<file path="src/rtl/heartbeat_sequencer_if.sv">
// -----------------------------------------------------------------------------
// heartbeat_sequencer_if
//
// Purpose: groups the rate-request inputs and beat outputs of
// heartbeat_sequencer into one bundle.
//
// Signals:
//   ena        run enable                       (master -> slave)
//   heartbeat  requested 2-bit rate code        (master -> slave)
//   beat       high during systole              (slave -> master)
//   beat_pulse one-clk strobe at each beat start (slave -> master)
//   rate_code  rate code currently in effect    (slave -> master)
//   beat_count beats started, or 0 when the counter is not built
//   dbg_state  current FSM state (0 IDLE, 1 SYSTOLE, 2 DIASTOLE)
//
// Handshake: there is no valid/ready pair. ena is a level: while high the
// sequencer runs; heartbeat is sampled only on beat-start edges; every
// output is a register updated on the rising clk edge.
// -----------------------------------------------------------------------------
interface heartbeat_sequencer_if;
   logic       ena;
   logic [1:0] heartbeat;
   logic       beat;
   logic       beat_pulse;
   logic [1:0] rate_code;
   logic [7:0] beat_count;
   logic [1:0] dbg_state;

   modport master (
      output ena,
      output heartbeat,
      input  beat,
      input  beat_pulse,
      input  rate_code,
      input  beat_count,
      input  dbg_state
   );

   modport slave (
      input  ena,
      input  heartbeat,
      output beat,
      output beat_pulse,
      output rate_code,
      output beat_count,
      output dbg_state
   );
endinterface

</file>
<file path="src/rtl/heartbeat_sequencer.sv">
// -----------------------------------------------------------------------------
// heartbeat_sequencer
//
// Purpose: converts a 2-bit heartbeat rate code into a timed systole/diastole
// beat waveform. A prescaler divides clk into ticks; a three-state FSM
// counts ticks per beat. The rate code is latched only at beat start, so a
// beat in progress is never truncated or stretched by a rate change.
//
// Ports:
//   clk    system clock
//   rst_n  asynchronous active-low reset
//   hb     heartbeat_sequencer_if.slave: ena, heartbeat in;
//          beat, beat_pulse, rate_code, beat_count, dbg_state out
//
// Optional feature: define HEARTBEAT_BEAT_COUNT_EN to build the 8-bit
// wrapping beat counter; without it beat_count is tied to 0.
// -----------------------------------------------------------------------------
module heartbeat_sequencer #(
   parameter int unsigned TICK_DIV      = 1000,
   parameter int unsigned PERIOD_FAST   = 4,
   parameter int unsigned PERIOD_NORMAL = 6,
   parameter int unsigned PERIOD_SLOW   = 8,
   parameter int unsigned PERIOD_SLEEP  = 12,
   parameter int unsigned SYSTOLE_TICKS = 2
) (
   input logic                   clk,
   input logic                   rst_n,
   heartbeat_sequencer_if.slave  hb
);

   typedef enum logic [1:0] {
      S_IDLE     = 2'd0,
      S_SYSTOLE  = 2'd1,
      S_DIASTOLE = 2'd2
   } state_e;

   // Compare against "last" values so the counters never need a wider adder.
   localparam logic [15:0] PRE_LAST    = 16'(TICK_DIV - 1);
   localparam logic [3:0]  SYS_LAST    = 4'(SYSTOLE_TICKS - 1);
   localparam logic [3:0]  FAST_LAST   = 4'(PERIOD_FAST - 1);
   localparam logic [3:0]  NORMAL_LAST = 4'(PERIOD_NORMAL - 1);
   localparam logic [3:0]  SLOW_LAST   = 4'(PERIOD_SLOW - 1);
   localparam logic [3:0]  SLEEP_LAST  = 4'(PERIOD_SLEEP - 1);

   state_e      state_q;
   logic [15:0] pre_q;
   logic [15:0] pre_d;
   logic [3:0]  phase_q;
   logic [1:0]  rate_q;
   logic        beat_q;
   logic        pulse_q;
   logic        tick;
   logic [3:0]  period_last;

   // ---------------------------------------------------------------------------
   // Prescaler: held at 0 while paused or idle so a resumed beat always gets
   // a full first tick.
   // ---------------------------------------------------------------------------
   always_comb begin
      tick = (pre_q == PRE_LAST);
   end

   always_comb begin
      pre_d = pre_q;
      if (!hb.ena || (state_q == S_IDLE)) begin
         pre_d = '0;
      end else if (tick) begin
         pre_d = '0;
      end else begin
         pre_d = pre_q + 16'd1;
      end
   end

   // Period of the beat in progress, taken from the latched code.
   always_comb begin
      period_last = FAST_LAST;
      case (rate_q)
         2'd0:    period_last = FAST_LAST;
         2'd1:    period_last = NORMAL_LAST;
         2'd2:    period_last = SLOW_LAST;
         default: period_last = SLEEP_LAST;
      endcase
   end

   // ---------------------------------------------------------------------------
   // Beat FSM with registered outputs. beat_q tracks the next state being
   // SYSTOLE so it is high exactly while the FSM sits in SYSTOLE.
   // ---------------------------------------------------------------------------
`ifdef HEARTBEAT_BEAT_COUNT_EN
   logic [7:0] count_q;
`endif

   always_ff @(posedge clk or negedge rst_n) begin
      if (!rst_n) begin
         state_q <= S_IDLE;
         pre_q   <= '0;
         phase_q <= '0;
         rate_q  <= '0;
         beat_q  <= 1'b0;
         pulse_q <= 1'b0;
`ifdef HEARTBEAT_BEAT_COUNT_EN
         count_q <= '0;
`endif
      end else begin
         pre_q   <= pre_d;
         pulse_q <= 1'b0;
         if (!hb.ena) begin
            // Pause: rate_q and the beat counter are held on purpose.
            state_q <= S_IDLE;
            phase_q <= '0;
            beat_q  <= 1'b0;
         end else begin
            case (state_q)
               S_IDLE: begin
                  state_q <= S_SYSTOLE;
                  phase_q <= '0;
                  rate_q  <= hb.heartbeat;
                  beat_q  <= 1'b1;
                  pulse_q <= 1'b1;
`ifdef HEARTBEAT_BEAT_COUNT_EN
                  count_q <= count_q + 8'd1;
`endif
               end
               S_SYSTOLE: begin
                  if (tick) begin
                     phase_q <= phase_q + 4'd1;
                     if (phase_q == SYS_LAST) begin
                        state_q <= S_DIASTOLE;
                        beat_q  <= 1'b0;
                     end
                  end
               end
               S_DIASTOLE: begin
                  if (tick) begin
                     if (phase_q == period_last) begin
                        // Beat boundary: the only place a new code is taken.
                        state_q <= S_SYSTOLE;
                        phase_q <= '0;
                        rate_q  <= hb.heartbeat;
                        beat_q  <= 1'b1;
                        pulse_q <= 1'b1;
`ifdef HEARTBEAT_BEAT_COUNT_EN
                        count_q <= count_q + 8'd1;
`endif
                     end else begin
                        phase_q <= phase_q + 4'd1;
                     end
                  end
               end
               default: begin
                  state_q <= S_IDLE;
                  phase_q <= '0;
                  beat_q  <= 1'b0;
               end
            endcase
         end
      end
   end

   assign hb.beat       = beat_q;
   assign hb.beat_pulse = pulse_q;
   assign hb.rate_code  = rate_q;
   assign hb.dbg_state  = state_q;
`ifdef HEARTBEAT_BEAT_COUNT_EN
   assign hb.beat_count = count_q;
`else
   assign hb.beat_count = 8'd0;
`endif

endmodule

</file>
<file path="src/flat_wrapper.sv">
// flat-port wrapper written by rule: the top's interface ports become plain ports
module heartbeat_sequencer_flat 
#(
   parameter int unsigned TICK_DIV      = 1000,
   parameter int unsigned PERIOD_FAST   = 4,
   parameter int unsigned PERIOD_NORMAL = 6,
   parameter int unsigned PERIOD_SLOW   = 8,
   parameter int unsigned PERIOD_SLEEP  = 12,
   parameter int unsigned SYSTOLE_TICKS = 2
)
  (clk, rst_n, hb_ena, hb_heartbeat, hb_beat, hb_beat_pulse, hb_rate_code, hb_beat_count, hb_dbg_state);
  heartbeat_sequencer_if hb_i ();
  input logic clk;
  input logic rst_n;
  input wire logic [$bits(hb_i.ena)-1:0] hb_ena;
  input wire logic [$bits(hb_i.heartbeat)-1:0] hb_heartbeat;
  output wire logic [$bits(hb_i.beat)-1:0] hb_beat;
  output wire logic [$bits(hb_i.beat_pulse)-1:0] hb_beat_pulse;
  output wire logic [$bits(hb_i.rate_code)-1:0] hb_rate_code;
  output wire logic [$bits(hb_i.beat_count)-1:0] hb_beat_count;
  output wire logic [$bits(hb_i.dbg_state)-1:0] hb_dbg_state;
  assign hb_i.ena = hb_ena;
  assign hb_i.heartbeat = hb_heartbeat;
  assign hb_beat = hb_i.beat;
  assign hb_beat_pulse = hb_i.beat_pulse;
  assign hb_rate_code = hb_i.rate_code;
  assign hb_beat_count = hb_i.beat_count;
  assign hb_dbg_state = hb_i.dbg_state;
  heartbeat_sequencer #(.TICK_DIV(TICK_DIV), .PERIOD_FAST(PERIOD_FAST), .PERIOD_NORMAL(PERIOD_NORMAL), .PERIOD_SLOW(PERIOD_SLOW), .PERIOD_SLEEP(PERIOD_SLEEP), .SYSTOLE_TICKS(SYSTOLE_TICKS)) u_core (.clk(clk), .rst_n(rst_n), .hb(hb_i));
endmodule
</file>
<file path="config.mk">
export PLATFORM = sky130hd
export DESIGN_NAME = heartbeat_sequencer_flat
export DESIGN_NICKNAME = d
export VERILOG_FILES = /design/src/rtl/heartbeat_sequencer_if.sv /design/src/rtl/heartbeat_sequencer.sv /design/src/flat_wrapper.sv
export SDC_FILE = /design/constraint.sdc
export NUM_CORES = 1
export LEC_CHECK = 0
export CAP_MARGIN = 20
export CORE_AREA = 2 2 74 76
export CTS_BUF_LIST = sky130_fd_sc_hd__clkbuf_4
export CTS_CLUSTER_SIZE = 20
export DETAILED_ROUTE_END_ITERATION = 6
export DIE_AREA = 0 0 76 78
export GPL_TIMING_DRIVEN = 0
export HOLD_SLACK_MARGIN = 0.1
export PLACE_DENSITY_LB_ADDON = 0.25
export SKIP_CTS_REPAIR_TIMING = 1
export SLEW_MARGIN = 30
export SYNTH_ARGS = -nofsm -noshare
export SYNTH_HDL_FRONTEND = slang
export SYNTH_SLANG_ARGS = --single-unit
</file>
<file path="constraint.sdc">
create_clock -name clk -period 2.08 [get_ports clk]
set_clock_uncertainty 0.05 [all_clocks]
set_input_delay 0.416 -clock clk [delete_from_list [all_inputs] [get_ports clk]]
set_output_delay 0.416 -clock clk [all_outputs]
set_load 0.005 [all_outputs]
</file>
# Word-level counts from Yosys, hierarchy flattened
# Cells that the tools add are included.
# W data, S select, Z words.
totals:
  register_bits: 26
  inputBits: 5
  wordCells: 56
classes:
  addsub: 2
  eq_ne: 13
  muxes: 27
  n_reduce_logical: 8
ops:
  columns: ["op", "n"]
  rows:
  - ["$mux W16", 2]
  - ["$add A16 B1 Y16 const B", 1]
  - ["$eq A16 B10 Y1 const B", 1]
  - ["$mux W4", 4]
  - ["$mux W2", 7]
  - ["$ne A3 B2 Y1 const B", 4]
  - ["$pmux W4 S3", 1]
  - ["$mux W1", 8]
  - ["$pmux W4 S2", 1]
  - ["$reduce_and A4 Y1", 2]
  - ["$pmux W2 S3", 1]
  - ["$add A4 B1 Y4 const B", 1]
  - ["$eq A2 B1 Y1 const B", 2]
  - ["$eq A2 B2 Y1 const B", 2]
  - ["$eq A4 B1 Y1 const B", 1]
  - ["$eq A4 B4 Y1", 1]
  - ["$logic_not A2 Y1", 2]
  - ["$ne A2 B1 Y1 const B", 2]
  - ["$pmux W2 S2", 1]
  - ["$pmux W1 S3", 1]
  - ["$pmux W1 S2", 1]
  - ["$reduce_and A2 Y1", 1]
  - ["$reduce_bool A2 Y1", 1]
  - ["$logic_not A1 Y1", 1]
  - ["$logic_or A1 B1 Y1", 1]

# Logic depth before layout (Yosys ltp)
depth:
  word_depth: 7
  mapped_depth: 7

# Least setup slack after synthesis
# OpenSTA, ideal clock, no wires.
synth_timing:
  path_kind: "flip-flop to flip-flop"
  from: "register u_core.rate_q[0], in the netlist u_core.hb.rate_code[0]"
  to: "register u_core.state_q[1], in the netlist u_core.hb.dbg_state[1]"
  setup_time_ns: 0.080
  t_arrival_ns: 1.705
  slack_ns: 0.244
  path_stages_with_launch: 7
  n_path_buf: 0
  synth_period_minus_slack_ns: 1.836
  path_cell_list: "dfrtp_1 -> ha_1 -> xor2_1 -> nand4_1 -> a22o_1 -> or3_1 -> o211ai_2"
synth_via:
  elab_chain_cells: 5
  word_cells_on_any_way: 7
  cone_classes: "4 x eq/ne; 1 x mux; 2 x reduce/logical"
synth_rtl:
  columns: ["element", "line_no", "text"]
  rows:
  - ["from (decl)", "heartbeat_sequencer.sv:49", "logic [1:0] rate_q;"]
  - ["from (signal assigned)", "heartbeat_sequencer.sv:117", "rate_q <= hb.heartbeat;"]
  - ["from (signal assigned)", "heartbeat_sequencer.sv:139", "rate_q <= hb.heartbeat;"]
  - ["$eq A2 B2 Y1, or another cell as far along", "heartbeat_sequencer.sv:77", "case (rate_q)"]
  - ["$pmux W4 S3 *", "heartbeat_sequencer.sv:77", null]
  - ["$eq A4 B4 Y1 *", "heartbeat_sequencer.sv:135", "if (phase_q == period_last) begin"]
  - ["$ne A3 B2 Y1 (no source line) *", null, null]
  - ["$reduce_and A4 Y1 (no source line) *", null, null]
  - ["to (signal assigned)", "heartbeat_sequencer.sv:95", "state_q <= S_IDLE;"]
  - ["to (signal assigned)", "heartbeat_sequencer.sv:137", "state_q <= S_SYSTOLE;"]
  - ["to (signal assigned)", "heartbeat_sequencer.sv:151", "state_q <= S_IDLE;"]
  - ["to (decl)", "heartbeat_sequencer.sv:45", "state_e state_q;"]
# Every way passes the cells marked *; elsewhere a longest branch is shown, timed or not.
# A chain may end at the register's enable or synchronous reset.

# Worst setup path after layout
layout_timing:
  from: "register u_core.rate_q[1], in the netlist u_core.hb.rate_code[1]"
  to: "register u_core.rate_q[0], in the netlist u_core.hb.rate_code[0]"
layout_via:
  elab_chain_cells: 5
  word_cells_on_any_way: 7
  cone_classes: "4 x eq/ne; 1 x mux; 2 x reduce/logical"
layout_rtl:
  columns: ["element", "line_no"]
  rows:
  - ["$eq A2 B2 Y1, or another cell as far along", "heartbeat_sequencer.sv:77"]
  - ["$pmux W4 S3 *", "heartbeat_sequencer.sv:77"]
  - ["$eq A4 B4 Y1 *", "heartbeat_sequencer.sv:135"]
  - ["$ne A2 B1 Y1 (no source line) *", null]
  - ["$reduce_and A4 Y1 (no source line) *", null]
# Marked as above.

==> results.txt <==
The flow ran to the end, and the final reports show no timing, DRC or antenna violations. Of the cells placed in the final design, the portion with a size suffix greater than 1 is 14.94%. STA classifies the critical path endpoint as a flop.

The flip-flop and latch count after synthesis came out at 25. In this run, flip-flops and latches consume 43.3% of the power. The relative area change from synthesis to final layout came out at 17.19%. The clock transition at the register clock pins on the worst setup and hold paths after CTS came out at 0.13 ns. The share of flip-flops with an asynchronous set or reset came out at 100.0%. Final hold analysis gives a worst-case slack of 0.4150 ns. The path class of the tightest hold or removal check is in2reg. The area occupied by registers is 625.6 µm².

The filler-free cell count of the finished design came out at 244. STA puts the critical path data required time at between 2 and 2.5 ns. The number of sinks driven by the clock tree came out at 25. The DRC violation total after the first TritonRoute iteration came out at 53. Setup slack closes at 0.1262 ns.

After synthesis, flip-flops and latches occupy 42.34% of the total area. The per-cell via count in the routed design is 4.127. CTS placed an instance of sky130_fd_sc_hd__clkbuf_4 at the clock tree root. The number of max-cap violations is 0.

The power spent charging and discharging nets came out at 0.4552 mW. The fill cell instance count of the final layout is 539. The data arrival time of the worst path is 2.12 ns. The overall via count from detail_route came out at 1007.

The TritonCTS clock tree is done. The count of buffers inserted at the top-level ports came out at 9. The count of boundary I/O pins is 19. The Yosys step of the flow raised 0 warnings. The multi-input logic area came out at 775.7 µm². The total setup violations reported at the end of the flow came out at 0. The mean cell area of the mapped netlist is 9.786 µm². The switching part of the total power is 33.37%. The global routing usage summed across all routing layers is under 10%. The share of the clock period used by the worst path is between 90% and 100%. The initial antenna violation count was 0.

The post-route DRC violation count is 0. The transition time at the pin with the least slew margin came out at between 0.5 and 0.6 ns. The detail route stage leaves a number of antenna-violating nets equal to 0. The final layout net count came out at between 150 and 200. The share of total power in the clock network came out at 17.0%. The number of placement rows came out at 26.

The worst supply voltage drop on vdd is 0.0002554 V. The routability congestion estimate is 0.7324. In this run the power density over the cells is a little under 800 mW/mm².

The combinational group share of total power is 39.7%. The clock insertion delay at the later pin of the skew report is between 0.3 and 0.4 ns. The reported leakage power came out at 0.7431 nW. The total negative slack came out at 0 ns.

The core area is 0.005042 mm². The cell count after placement is 237. Summed over all layers, the routed wires come to 2671 µm.

Leaving out fill and tap cells, the most frequent cells in the layout are sky130_fd_sc_hd__dfrtp_1 (25), sky130_fd_sc_hd__nor2_1 (22), sky130_fd_sc_hd__nand3_1 (11), sky130_fd_sc_hd__buf_4 (11), sky130_fd_sc_hd__xor2_1 (10). The pin count of the biggest net entering global routing came out at 26. The number of diodes added for antenna fixing came out at 0.

The maximum buffer depth of the clock tree came out at 2. The number of buffers inserted during clock tree synthesis is 3. The floorplan step set the die height to 78 µm. Timing analysis after detailed placement gives a worst setup slack of 0.09842 ns.

Leaving out fill and tap cells, the most frequent cell in the layout is sky130_fd_sc_hd__dfrtp_1. Summed over all layers, the global routing overflow is 0. The starting utilization of the core area is 29.31%. After layout, the minimum clock period comes to 1.954 ns. The number of distinct library cells after synthesis is 37. The first-pass GRT wire length came out at 4505 µm.

The category of the worst setup path launch point is a flop. The worst slew slack as a fraction of its limit came out at roughly 62%. The total count of hold-check failures in the final report came to 0.

Once detailed placement completed, the half-perimeter wirelength came to 1939 µm. Measured on the finished design, the core utilization comes to 34.34%. The max-slew violation count is 0.

Based on the critical path, the design can be clocked at up to 511.8 MHz. In the synthesized netlist, the number of instances is 151. The floorplan die area came out at 0.005928 mm².

The via count of the first global-routing pass came out at 947. Internal power comes to 0.9087 mW. The worst-path maximum fanout came out at 4.

The maximum level of the CTS H-tree came out at 1. The final routed wire length divided by cell count came out at 10.95 µm. The mapped cell area came out at between 0.001 and 0.0015 mm².

Among all flip-flop cells after synthesis, the most frequent one is sky130_fd_sc_hd__dfrtp_1. The number of iterations in the first detailed-routing pass is 4. By startpoint and endpoint, the worst setup path is classified as reg2reg. The floorplan step set the die width to 76 µm.

The synthesized design contains 0 enable-type register cells.
[cells in the mapped netlist (3+ instances only)]
library cell / n / area share (%)
sky130_fd_sc_hd__xor2_1: 10 / 5.9
sky130_fd_sc_hd__buf_4: 9 / 4.6
sky130_fd_sc_hd__nand3_1: 11 / 3.7
sky130_fd_sc_hd__o21ai_0: 4 / 1.4
sky130_fd_sc_hd__ha_1: 9 / 7.6
sky130_fd_sc_hd__inv_1: 7 / 1.8
sky130_fd_sc_hd__a21oi_1: 4 / 1.4
sky130_fd_sc_hd__nand2_1: 9 / 2.3
sky130_fd_sc_hd__or3_1: 3 / 1.3
sky130_fd_sc_hd__nor2_1: 22 / 5.6
sky130_fd_sc_hd__dfrtp_1: 25 / 42
sky130_fd_sc_hd__nor3_1: 3 / 1.0
sky130_fd_sc_hd__xnor2_1: 7 / 4.1
[state kept, by name (all words and copies together) (netlist names)]
register	count
u_core.hb.beat_pulse	1
u_core.hb.beat	1
u_core.hb.rate_code	2
u_core.phase_q	4
u_core.hb.dbg_state	1
u_core.pre_q	16
[routing by layer]
layer | vias up | wire [µm] | global-route usage [%]
met5 | - | 0 | 0
met1 | 448 | 1437 | 13.50
met2 | 17 | 1115 | 13.93
li1 | 538 | - | -
met3 | 4 | 75 | 1.512
met4 | 0 | 43 | 4.364
[area by class of cell]
class	count	area share [%]
multi-input cells	115	44.80
well taps	70	5.058
clock buffers	4	1.734
flip-flops and latches	25	36.13
inverters	7	1.517
repair buffers	12	6.358
plain buffers	11	4.408
[power by group through the flow]
stage	Sequential, mW	Clock (mW)	Combinational (mW)
global route	0.600	0.271	0.612
CTS	0.593	0.251	0.542
detailed placement	0.601	0	0.539
floorplan	0.599	0	0.343
finish	0.590	0.232	0.542
global placement	0.602	0	0.543
[worst paths after layout]
path / from / end / slack, ns / depth (start not counted)
setup / recovery: u_core.hb.rate_code[1] / u_core.hb.rate_code[0] / 0.13 / 8
setup reg to reg: u_core.hb.rate_code[1] / u_core.hb.rate_code[0] / 0.13 / 8
hold / removal: hb_ena / u_core.hb.beat_pulse / 0.42 / 2
max in group asynchronous: rst_n / u_core.phase_q[2] / 1.05 / 2
min in group asynchronous: rst_n / u_core.pre_q[9] / 0.56 / 2
hold reg to reg: u_core.pre_q[0] / u_core.pre_q[0] / 0.47 / 1
[logic make-up (layout without fill, tap and decap cells)]
| group | Yosys count | count (layout) | synth area share (%) |
|---|---|---|---|
| and+or+nand+nor | 64 | 64 | 24.81 |
| DFF | 25 | 25 | 42.34 |
| buffers and inverters | 18 | 34 | 6.943 |
| xor gates and xnor gates | 17 | 17 | 10.08 |
| AOI/OAI and AO/OA | 15 | 15 | 6.436 |
| adders and majority gates | 9 | 9 | 7.621 |
| muxes | 2 | 2 | 1.524 |
| other | 1 | 8 | 0.2538 |
[critical path: stages, from the launching register on]
cell	delay, ns
sky130_fd_sc_hd__dfrtp_1	0.41
sky130_fd_sc_hd__inv_1	0.06
sky130_fd_sc_hd__ha_1	0.28
sky130_fd_sc_hd__xor2_1	0.15
sky130_fd_sc_hd__nand4_1	0.18
sky130_fd_sc_hd__buf_4	0.19
sky130_fd_sc_hd__a21oi_1	0.13
sky130_fd_sc_hd__nand2_1	0.12
sky130_fd_sc_hd__mux2_2	0.28
[stage by stage]
stage / total power, mW / cell area [µm²]
6_report: 1.364 / 1732
5_1_grt: 1.483 / 1732
4_1_cts: 1.385 / 1707
3_5_place_dp: 1.140 / 1677
3_3_place_gp: 1.145 / 1682
2_1_floorplan: 0.9416 / 1504
Power figures use the tool's default switching activity.
